<file path="config.mk">
export PLATFORM = sky130hd
export DESIGN_NAME = state_transition_sequencer_flat
export DESIGN_NICKNAME = d
export VERILOG_FILES = /design/src/rtl/state_transition_sequencer_if.sv /design/src/rtl/state_transition_sequencer.sv /design/src/flat_wrapper.sv
export SDC_FILE = /design/constraint.sdc
export NUM_CORES = 1
export LEC_CHECK = 0
export BUFFER_PORTS_ARGS = -buffer_cell sky130_fd_sc_hd__buf_2
export CORE_MARGIN = 1.5
export CORE_UTILIZATION = 30
export CTS_BUF_LIST = sky130_fd_sc_hd__clkbuf_16
export DETAILED_ROUTE_END_ITERATION = 10
export PLACE_DENSITY = 0.6
export SLEW_MARGIN = 20
export SYNTH_ARGS = -nofsm -noshare
export SYNTH_HDL_FRONTEND = slang
export SYNTH_SLANG_ARGS = --single-unit
export TNS_END_PERCENT = 5
</file>
<file path="constraint.sdc">
create_clock -name clk -period 6.1 [get_ports clk]
set_input_delay 0.61 -clock clk [delete_from_list [all_inputs] [get_ports clk]]
set_output_delay 0.61 -clock clk [all_outputs]
set_load 0.01 [all_outputs]
</file>
<file path="src/rtl/state_transition_sequencer_if.sv">
// Request/status bundle between the host/scenario logic and the state transition sequencer.
interface state_transition_sequencer_if;
    logic        clk_en;
    logic        req_valid;
    logic [2:0]  req_state;
    logic [15:0] req_duration;
    logic        abort;
    logic        req_ready;
    logic [2:0]  state_select;
    logic        transitioning;
    logic [15:0] transition_progress;
    logic [15:0] transition_duration;
    logic [2:0]  state_transition_from;
    logic [2:0]  state_transition_to;
    logic        done;
    logic        aborted;
    logic        reject;

    modport master (
        output clk_en, req_valid, req_state, req_duration, abort,
        input  req_ready, state_select, transitioning, transition_progress,
               transition_duration, state_transition_from, state_transition_to,
               done, aborted, reject
    );

    modport slave (
        input  clk_en, req_valid, req_state, req_duration, abort,
        output req_ready, state_select, transitioning, transition_progress,
               transition_duration, state_transition_from, state_transition_to,
               done, aborted, reject
    );
endinterface

</file>
<file path="src/rtl/state_transition_sequencer.sv">
// Timed consciousness-state sequencer: accepts a target, walks the transition per tick,
// commits, then holds off new requests for a dwell window.
module state_transition_sequencer #(
    parameter int NUM_STATES   = 5,
    parameter int RESET_STATE  = 0,
    parameter int DWELL_CYCLES = 64
) (
    input  logic                          clk,
    input  logic                          rst,
    state_transition_sequencer_if.slave   bus
);
    typedef enum logic [1:0] {IDLE, TRANSIT, DWELL} fsm_t;

    localparam logic [2:0]  RST_ST     = 3'(RESET_STATE);
    localparam logic [15:0] DWELL_LAST = 16'(DWELL_CYCLES - 1);
    localparam fsm_t        POST_COMMIT = (DWELL_CYCLES == 0) ? IDLE : DWELL;

    fsm_t        fsm_q, fsm_d;
    logic [2:0]  sel_q, sel_d, from_q, from_d, to_q, to_d;
    logic        trans_q, trans_d, done_q, done_d, abrt_q, abrt_d, rej_q, rej_d;
    logic [15:0] prog_q, prog_d, dur_q, dur_d, dwell_q, dwell_d;

    always_ff @(posedge clk or posedge rst) begin
        if (rst) begin
            fsm_q   <= IDLE;
            sel_q   <= RST_ST;
            from_q  <= RST_ST;
            to_q    <= RST_ST;
            trans_q <= 1'b0;
            prog_q  <= '0;
            dur_q   <= '0;
            dwell_q <= '0;
            done_q  <= 1'b0;
            abrt_q  <= 1'b0;
            rej_q   <= 1'b0;
        end else begin
            fsm_q   <= fsm_d;
            sel_q   <= sel_d;
            from_q  <= from_d;
            to_q    <= to_d;
            trans_q <= trans_d;
            prog_q  <= prog_d;
            dur_q   <= dur_d;
            dwell_q <= dwell_d;
            done_q  <= done_d;
            abrt_q  <= abrt_d;
            rej_q   <= rej_d;
        end
    end

    always_comb begin
        fsm_d   = fsm_q;
        sel_d   = sel_q;
        from_d  = from_q;
        to_d    = to_q;
        trans_d = trans_q;
        prog_d  = prog_q;
        dur_d   = dur_q;
        dwell_d = dwell_q;
        // Pulses self-clear every clk edge, independent of clk_en
        done_d  = 1'b0;
        abrt_d  = 1'b0;
        rej_d   = 1'b0;
        if (bus.clk_en) begin
            unique case (fsm_q)
                IDLE: begin
                    if (bus.req_valid) begin
                        if (int'(bus.req_state) >= NUM_STATES) begin
                            rej_d = 1'b1;
                        end else if (bus.req_state != sel_q) begin
                            from_d = sel_q;
                            to_d   = bus.req_state;
                            dur_d  = bus.req_duration;
                            if (bus.req_duration == 16'd0) begin
                                sel_d   = bus.req_state;
                                done_d  = 1'b1;
                                dwell_d = '0;
                                fsm_d   = POST_COMMIT;
                            end else begin
                                trans_d = 1'b1;
                                prog_d  = '0;
                                fsm_d   = TRANSIT;
                            end
                        end
                    end
                end
                TRANSIT: begin
                    if (bus.abort) begin
                        trans_d = 1'b0;
                        prog_d  = '0;
                        abrt_d  = 1'b1;
                        fsm_d   = IDLE;
                    end else if (prog_q == dur_q - 16'd1) begin
                        sel_d   = to_q;
                        trans_d = 1'b0;
                        prog_d  = '0;
                        done_d  = 1'b1;
                        dwell_d = '0;
                        fsm_d   = POST_COMMIT;
                    end else begin
                        prog_d = prog_q + 16'd1;
                    end
                end
                DWELL: begin
                    if (dwell_q == DWELL_LAST) fsm_d = IDLE;
                    else                       dwell_d = dwell_q + 16'd1;
                end
                default: fsm_d = IDLE;
            endcase
        end
    end

    always_comb begin
        bus.req_ready             = (fsm_q == IDLE);
        bus.state_select          = sel_q;
        bus.transitioning         = trans_q;
        bus.transition_progress   = prog_q;
        bus.transition_duration   = dur_q;
        bus.state_transition_from = from_q;
        bus.state_transition_to   = to_q;
        bus.done                  = done_q;
        bus.aborted               = abrt_q;
        bus.reject                = rej_q;
    end
endmodule

</file>
<file path="src/flat_wrapper.sv">
// flat-port wrapper written by rule: the top's interface ports become plain ports
module state_transition_sequencer_flat 
#(
    parameter int NUM_STATES   = 5,
    parameter int RESET_STATE  = 0,
    parameter int DWELL_CYCLES = 64
)
  (clk, rst, bus_clk_en, bus_req_valid, bus_req_state, bus_req_duration, bus_abort, bus_req_ready, bus_state_select, bus_transitioning, bus_transition_progress, bus_transition_duration, bus_state_transition_from, bus_state_transition_to, bus_done, bus_aborted, bus_reject);
  state_transition_sequencer_if bus_i ();
  input  logic clk;
  input  logic rst;
  input wire logic [$bits(bus_i.clk_en)-1:0] bus_clk_en;
  input wire logic [$bits(bus_i.req_valid)-1:0] bus_req_valid;
  input wire logic [$bits(bus_i.req_state)-1:0] bus_req_state;
  input wire logic [$bits(bus_i.req_duration)-1:0] bus_req_duration;
  input wire logic [$bits(bus_i.abort)-1:0] bus_abort;
  output wire logic [$bits(bus_i.req_ready)-1:0] bus_req_ready;
  output wire logic [$bits(bus_i.state_select)-1:0] bus_state_select;
  output wire logic [$bits(bus_i.transitioning)-1:0] bus_transitioning;
  output wire logic [$bits(bus_i.transition_progress)-1:0] bus_transition_progress;
  output wire logic [$bits(bus_i.transition_duration)-1:0] bus_transition_duration;
  output wire logic [$bits(bus_i.state_transition_from)-1:0] bus_state_transition_from;
  output wire logic [$bits(bus_i.state_transition_to)-1:0] bus_state_transition_to;
  output wire logic [$bits(bus_i.done)-1:0] bus_done;
  output wire logic [$bits(bus_i.aborted)-1:0] bus_aborted;
  output wire logic [$bits(bus_i.reject)-1:0] bus_reject;
  assign bus_i.clk_en = bus_clk_en;
  assign bus_i.req_valid = bus_req_valid;
  assign bus_i.req_state = bus_req_state;
  assign bus_i.req_duration = bus_req_duration;
  assign bus_i.abort = bus_abort;
  assign bus_req_ready = bus_i.req_ready;
  assign bus_state_select = bus_i.state_select;
  assign bus_transitioning = bus_i.transitioning;
  assign bus_transition_progress = bus_i.transition_progress;
  assign bus_transition_duration = bus_i.transition_duration;
  assign bus_state_transition_from = bus_i.state_transition_from;
  assign bus_state_transition_to = bus_i.state_transition_to;
  assign bus_done = bus_i.done;
  assign bus_aborted = bus_i.aborted;
  assign bus_reject = bus_i.reject;
  state_transition_sequencer #(.NUM_STATES(NUM_STATES), .RESET_STATE(RESET_STATE), .DWELL_CYCLES(DWELL_CYCLES)) u_core (.clk(clk), .rst(rst), .bus(bus_i));
endmodule
</file>
==> impl_metrics.ini, run 1 <==
[timing]
layout_setup_ws_ns = 2.26
max_slew_margin = 0.392
period_minus_slack_ns = 3.84
worst_pin_slew_ns = 0.908
hold_violations = 0
tns_ns = 0
finalCritPeriodShare = 0.630
finalMaxSlewViolations = 0
max_freq_ghz = 0.260
grt_setup_unrepaired = no
skew_ns = 0.00613
finalSetupViolations = 0

[setup_path]
worstPathRequired_ns = 6.26
critPathLaunch = u_core.bus.transition_duration[0]
critPathLaunchType = flop
cp_max_fo = 14
crit_chain = inv_1 -> ha_1 -> nor3b_1 -> a41oi_1 -> a41o_1 -> a211o_1 -> nor4_4 -> nor3_1 -> nor2_1 -> o22ai_1
crit_buf_inv = 1
max_stage_delay_ns = 0.73
slowest_stage = nor2_1
r2r-start = u_core.bus.transition_duration[0]
crit_family = simple AND/OR/NAND/NOR gates
cp-end-kind = flop
critPathArrivalTime_ns = 4.00
critPathKind = reg2reg

[global_routing]
grt_use_met3 = 0.0373
grt_pass1_wl_mm = 16.0
grt_pass1_vias = 3142
grtUsageMet2 = 0.261
use_met1 = 0.206
busiest_layer = met2
grt_use_total = 0.159
grt-ovfl-total = 0
antenna_found_initial = 0
grt_max_degree = 64

[yosys]
syn_nets = 402
synth_top_flop_cell = dfrtp_1
syn_area_sq_um = 3600
async_reset_ff_frac = 1.00
avgSynthCellArea_sq_um = 9.59
yosysTopAreaCell = dfrtp_1
ys_seq_area_frac = 0.438
netlist-cell-type-count = 55
ys_warn_count = 0
synth-edff-count = 0
yosys-top-cells-area = dfrtp_1 44%, mux2_2 7.8%, xnor2_1 4.9%, nor2_1 3.7%, xor2_1 3.7%
synth-seq-cells = 63
syn_inst = 375
synth_top_area_share = 0.438

[power]
p_int_mw = 1.14
switching_power_mw = 0.643
power_mw = 1.78
power_frac_seq = 0.367
swShare = 0.362
clock_power_share = 0.329
vdd_ir_drop_max_uv = 138
p_leak_nw = 2.05
power_frac_comb = 0.304
powerDensity_nw_per_um2 = 403

[clocking]
cts-root-buf = clkbuf_16
hold_buffers = 0
htreeDepth = 3
clk_pin_slew_ns = 0.06
cts_tree = built
cts_max_path_buffers = 2
post_cts_resized = 0
cts.sinks = 63
cts_setup_buffers = 0
cts_buffers = 9
clk_latency_ns = 0.33

[drt]
antenna_left = 0
wl_per_cell_microns = 16.4
drtPass1Iterations = 8
drtIter0Drc = 262
viasPerCell = 5.38
drc = 9
num_vias = 3172
wl_mm = 9.71

[final_layout]
antenna_cells = 0
area_growth_pct = 22.6
finalNonFillerCells = 590
layout.nets = 469
drive_above_1_share = 0.271
fillers = 1153

[placement]
dp_cells = 573
numPortBuffers = 69
dp_hpwl_mm = 7.05
dp_worst_setup_slack_ns = 2.27
gp_congestion = 0.935

[min_path]
hp-start = u_core.bus.state_transition_from[1]
hold_path.class = reg2reg

[floorplanning]
die_w_microns = 113
rows = 39
dieArea_sq_um = 12700
die_h_microns = 113
core_sq_um = 11600
num_io_pins = 70
start_util = 0.311

[outcome]
violations = DRC
status = finished, violations left

[run]
drv_cap = 0
-- metrics by stage --
stage / instance area [sq um] / hold slack (ns) / util
after global placement: 4060 / 0.485 / 0.351
final: 4410 / 0.500 / 0.381
after global routing: 4410 / 0.522 / 0.381
after CTS: 4400 / 0.504 / 0.381
after detailed placement: 4060 / 0.491 / 0.351
after floorplan: 3600 / 0.461 / -
-- cell families after synthesis --
family | count (synthesis) | synth area share
adders and majority gates | 3 | 0.0104
buffers and inverters | 27 | 0.0310
AOI/OAI and AO/OA | 63 | 0.120
and+or+nand+nor | 159 | 0.237
DFF | 63 | 0.438
xor gates and xnor gates | 35 | 0.0852
muxes | 25 | 0.0783
-- sequential cells by signal (all words and copies together), names as in the netlist --
register,count
u_core.bus.transition_duration,16
u_core.bus.reject,1
u_core.bus.transitioning,1
u_core.bus.aborted,1
u_core.bus.transition_progress,16
u_core.bus.state_transition_to,3
u_core.bus.state_select,3
u_core.bus.state_transition_from,3
u_core.dwell_q,16
u_core.bus.done,1
u_core.fsm_q,2
-- layout make-up --
class | instances | area (sq um) | share of cell area
repair buffers | 71 | 364 | 0.0825
multi-input cells | 285 | 1910 | 0.433
clock buffers | 9 | 225 | 0.0510
well taps | 143 | 179 | 0.0406
flip-flops and latches | 63 | 1580 | 0.357
inverters | 12 | 45.0 | 0.0102
clock inverters | 7 | 113 | 0.0255
-- final timing paths --
| kind | cells after the start | end | slack, ns |
|---|---|---|---|
| max in group asynchronous | 3 | u_core.bus.transition_duration[3] | 5.06 |
| hold reg to reg | 1 | u_core.bus.state_transition_from[1] | 0.50 |
| min in group asynchronous | 3 | u_core.bus.transition_progress[10] | 0.52 |
| setup / recovery | 10 | u_core.bus.transitioning | 2.26 |
| setup reg to reg | 10 | u_core.bus.transitioning | 2.26 |
| hold / removal | 1 | u_core.bus.state_transition_from[1] | 0.50 |
-- cell usage after synthesis (all sizes together), types with 4 or more instances --
master / count
a21oi: 6
and3: 8
buf: 7
clkbuf: 8
dfrtp: 63
inv: 12
mux2: 25
nand2: 30
nand2b: 6
nand3: 19
nand4: 11
nor2: 35
nor2b: 4
nor3: 10
nor4: 13
o21ai: 25
o31ai: 6
o41ai: 4
or4: 8
xnor2: 20
xor2: 15
-- placed cells by master (no fill, tap or decap), drive strengths merged, types with 4 or more instances in the layout --
master	instances
a21oi	6
o21ai	25
nor4	13
dfrtp	63
buf	71
o41ai	4
or4	8
nand3	19
clkbuf	9
inv	13
nand2b	6
nor2b	4
nor3	10
o31ai	6
nand4	11
mux2	25
nor2	35
xnor2	20
and3	8
xor2	15
nand2	30
-- power by group through the flow --
stage                     clock network [mW]  logic [mW]  registers, mW
after CTS                              0.596       0.542          0.647
after global routing                   0.618       0.596          0.665
after floorplan                            0       0.373          0.621
after global placement                     0       0.540          0.651
final                                  0.585       0.542          0.652
after detailed placement                   0       0.540          0.654
-- layer usage --
metal | wire, microns | part of all wire | vias up
met1 | 4440 | 0.46 | 1532
met4 | 136 | 0.014 | 0
met3 | 541 | 0.056 | 15
met5 | 0 | 0 | -
met2 | 4580 | 0.47 | 112
li1 | - | - | 1513
(Power assumes the default switching activity.)
==> run 2: changes to the inputs <==
--- a/config.mk
+++ b/config.mk
@@ -5,12 +5,13 @@
 export SDC_FILE = /design/constraint.sdc
 export NUM_CORES = 1
 export LEC_CHECK = 0
+export ABC_AREA = 1
 export BUFFER_PORTS_ARGS = -buffer_cell sky130_fd_sc_hd__buf_2
 export CORE_MARGIN = 1.5
 export CORE_UTILIZATION = 30
 export CTS_BUF_LIST = sky130_fd_sc_hd__clkbuf_16
 export DETAILED_ROUTE_END_ITERATION = 10
-export PLACE_DENSITY = 0.6
+export PLACE_DENSITY = 0.61
 export SLEW_MARGIN = 20
 export SYNTH_ARGS = -nofsm -noshare
 export SYNTH_HDL_FRONTEND = slang
==> constraint.sdc (replaced) <==
create_clock -name clk -period 3.3 [get_ports clk]
set_input_delay 0.33 -clock clk [delete_from_list [all_inputs] [get_ports clk]]
set_output_delay 0.33 -clock clk [all_outputs]
set_load 0.01 [all_outputs]
==> run 2 against run 1 <==
  * The flow now finishes without violations
  * Fmax up 60%
  * Synthesized cell count grew 49%
  * Sequential power grew 89%
  * Utilization shrank 1.4 points
  * Register-to-register slack got worse by 1.4 ns
  * Count of clock-buffer cells in the layout is the same
  * Via count increased by 20%
  * Global-route usage rose by 0.83 points
  * Critical path depth is 5 higher
  * Die area grew 12%
  * Area after synthesis up 12%
  * Clock power rose by 59%
==> impl_metrics.ini, run 2 <==
[yosys]
netlist-cell-type-count = 37
async_reset_ff_frac = 1.00
syn_area_sq_um = 4030
syn_nets = 587
yosys-top-cells-count = 166 x nand2_1, 75 x nor2_1, 63 x dfrtp_1, 62 x inv_1, 31 x nand4_1
yosysTopAreaCell = dfrtp_1
yosysMostFrequentCell = nand2_1
syn_inst = 560
synth_top_flop_cell = dfrtp_1
synth-edff-count = 0
avgSynthCellArea_sq_um = 7.19
synth_top_area_share = 0.391
synth-seq-cells = 63
yosys-top-cells-area = dfrtp_1 39%, nand2_1 15%, nor2_1 7.0%, inv_1 5.8%, nand4_1 4.8%
ys_warn_count = 0
ys_seq_area_frac = 0.391

[setup_path]
r2r-end = u_core.dwell_q[9]
r2r_cells = 15
cp-end-kind = flop
critPathKind = reg2reg
worstPathRequired_ns = 3.52
crit_chain = inv_2 -> ha_1 -> nand3_2 -> nor2_4 -> nand2_1 -> nand2_1 -> nand2_1 -> nor2_1 -> nand2_1 -> nor2_1 -> nand2_2 -> nand2_4 -> nand3_4 -> nand2_1 -> nand2_1
ff2ff_setup_slack_ns = 0.90
critPathLaunchType = flop
slowest_stage = dfrtp_1
max_stage_delay_ns = 0.42
critPathArrivalTime_ns = 2.62
cp_common_cell = nand2_1
r2r-start = u_core.bus.transition_duration[0]
cp_max_fo = 20
crit_family = simple AND/OR/NAND/NOR gates
crit_buf_inv = 1

[clocking]
cts_max_path_buffers = 2
clk_pin_slew_ns = 0.06
cts_tree = built
clk_latency_ns = 0.34
htreeDepth = 3
hold_buffers = 1
cts-root-buf = clkbuf_16
cts_buffers = 9
cts_setup_buffers = 0
cts.sinks = 63
post_cts_resized = 0

[timing]
grt_setup_unrepaired = no
skew_ns = 0.00925
hold_ws_ns = 0.261
tns_ns = 0
hold_violations = 0
finalMaxSlewViolations = 0
period_minus_slack_ns = 2.40
worst_pin_slew_ns = 0.595
finalCritPeriodShare = 0.727
finalSetupViolations = 0
max_freq_ghz = 0.417
max_slew_margin = 0.603

[final_layout]
regArea_sq_um = 1580
antenna_cells = 0
mostFrequentLayoutCells = 166 x nand2_1, 75 x nor2_1, 69 x buf_2, 63 x dfrtp_1, 62 x inv_1
layout.nets = 661
area_growth_pct = 20.3
multi_input_area_sq_um = 2110
fillers = 1382
final_common_cell = nand2_1
drive_above_1_share = 0.186

[floorplanning]
die_w_microns = 119
num_io_pins = 70
rows = 42
die_h_microns = 119
core_sq_um = 13200
start_util = 0.305
dieArea_sq_um = 14100

[min_path]
hold_path.class = in2reg
hp-start = bus_abort
min_to = u_core.bus.aborted
holdPathStages = 3

[drt]
drtIter0Drc = 309
wl_mm = 11.1
viasPerCell = 4.66
wl_per_cell_microns = 13.7
drtPass1Iterations = 4
num_vias = 3801
drc = 0
antenna_left = 0

[placement]
dp_hpwl_mm = 8.31
numPortBuffers = 69
gp_congestion = 0.839

[global_routing]
grt_max_degree = 46
grt_pass1_vias = 3645
grt-ovfl-total = 0
grt_use_total = 0.167
antenna_found_initial = 0
grt_pass1_wl_mm = 18.6

[outcome]
status = completed

[run]
drv_cap = 0

[power]
vdd_ir_drop_max_uv = 234
powerDensity_nw_per_um2 = 785
power_mw = 3.80
p_leak_nw = 2.42
==> run 2: cell count changes after synthesis, moves of 8 or more <==
cell	delta
nand4_1	+20
xnor2_1	-10
nor2_2	+8
inv_1	+50
nand3_1	+8
mux2_2	-24
nor2_1	+40
and3_1	-8
nand2_1	+136
==> run 2: kinds of logic after synthesis <==
kind of cell | synth area share
buffers and inverters | 0.0851
muxes | 0.00280
DFF | 0.391
adders and majority gates | 0.00932
AOI/OAI and AO/OA | 0.0559
and+or+nand+nor | 0.386
xor gates and xnor gates | 0.0696
==> run 2: worst max-delay path by stage <==
stage	to	cells past startpoint	from	slack, ns
4_1_cts	u_core.dwell_q[4]	15	u_core.bus.transition_duration[0]	0.88
3_3_place_gp	u_core.dwell_q[8]	15	u_core.bus.transition_duration[0]	0.97
6_report	u_core.dwell_q[9]	15	u_core.bus.transition_duration[0]	0.90
3_5_place_dp	u_core.dwell_q[12]	15	u_core.bus.transition_duration[0]	0.89
2_1_floorplan	u_core.bus.transition_progress[15]	16	u_core.bus.transition_duration[0]	1.22
5_1_grt	u_core.dwell_q[4]	15	u_core.bus.transition_duration[0]	0.58
==> run 2: worst min-delay path: cells and delay by family <==
| family | cells | cell delay [ns] |
|---|---|---|
| buffers and inverters | 1 | 0.13 |
| and+or+nand+nor | 2 | 0.10 |
==> run 2: cell type report <==
type	count	area share
well taps	176	0.0455
flip-flops and latches	63	0.325
multi-input cells	418	0.435
clock inverters	7	0.0134
repair buffers	76	0.0827
inverters	66	0.0511
clock buffers	9	0.0465
==> run 2: per-layer routing <==
metal | routed length (microns) | vias up | track usage
met5 | 0 | - | 0
met3 | 576 | 9 | 0.0474
met4 | 86 | 0 | 0.0331
met2 | 5340 | 91 | 0.278
li1 | - | 1944 | -
met1 | 5130 | 1757 | 0.218
==> run 2: power by group <==
part	leakage (nW)	internal [mW]	total [mW]	switching [mW]
registers	0.834	0.967	1.23	0.263
clock network	0.146	0.578	0.931	0.353
logic	1.44	0.573	1.64	1.07
==> run 2: per-stage QoR <==
stage / util / instance area (sq um) / std cells / setup WS [ns]
finish: 0.367 / 4840 / 815 / 0.901
global route: 0.367 / 4840 / 815 / 0.584
CTS: 0.367 / 4840 / 815 / 0.881
detailed placement: 0.344 / 4540 / 798 / 0.892
global placement: 0.344 / 4540 / 798 / 0.968
floorplan: - / 4030 / 560 / 1.22
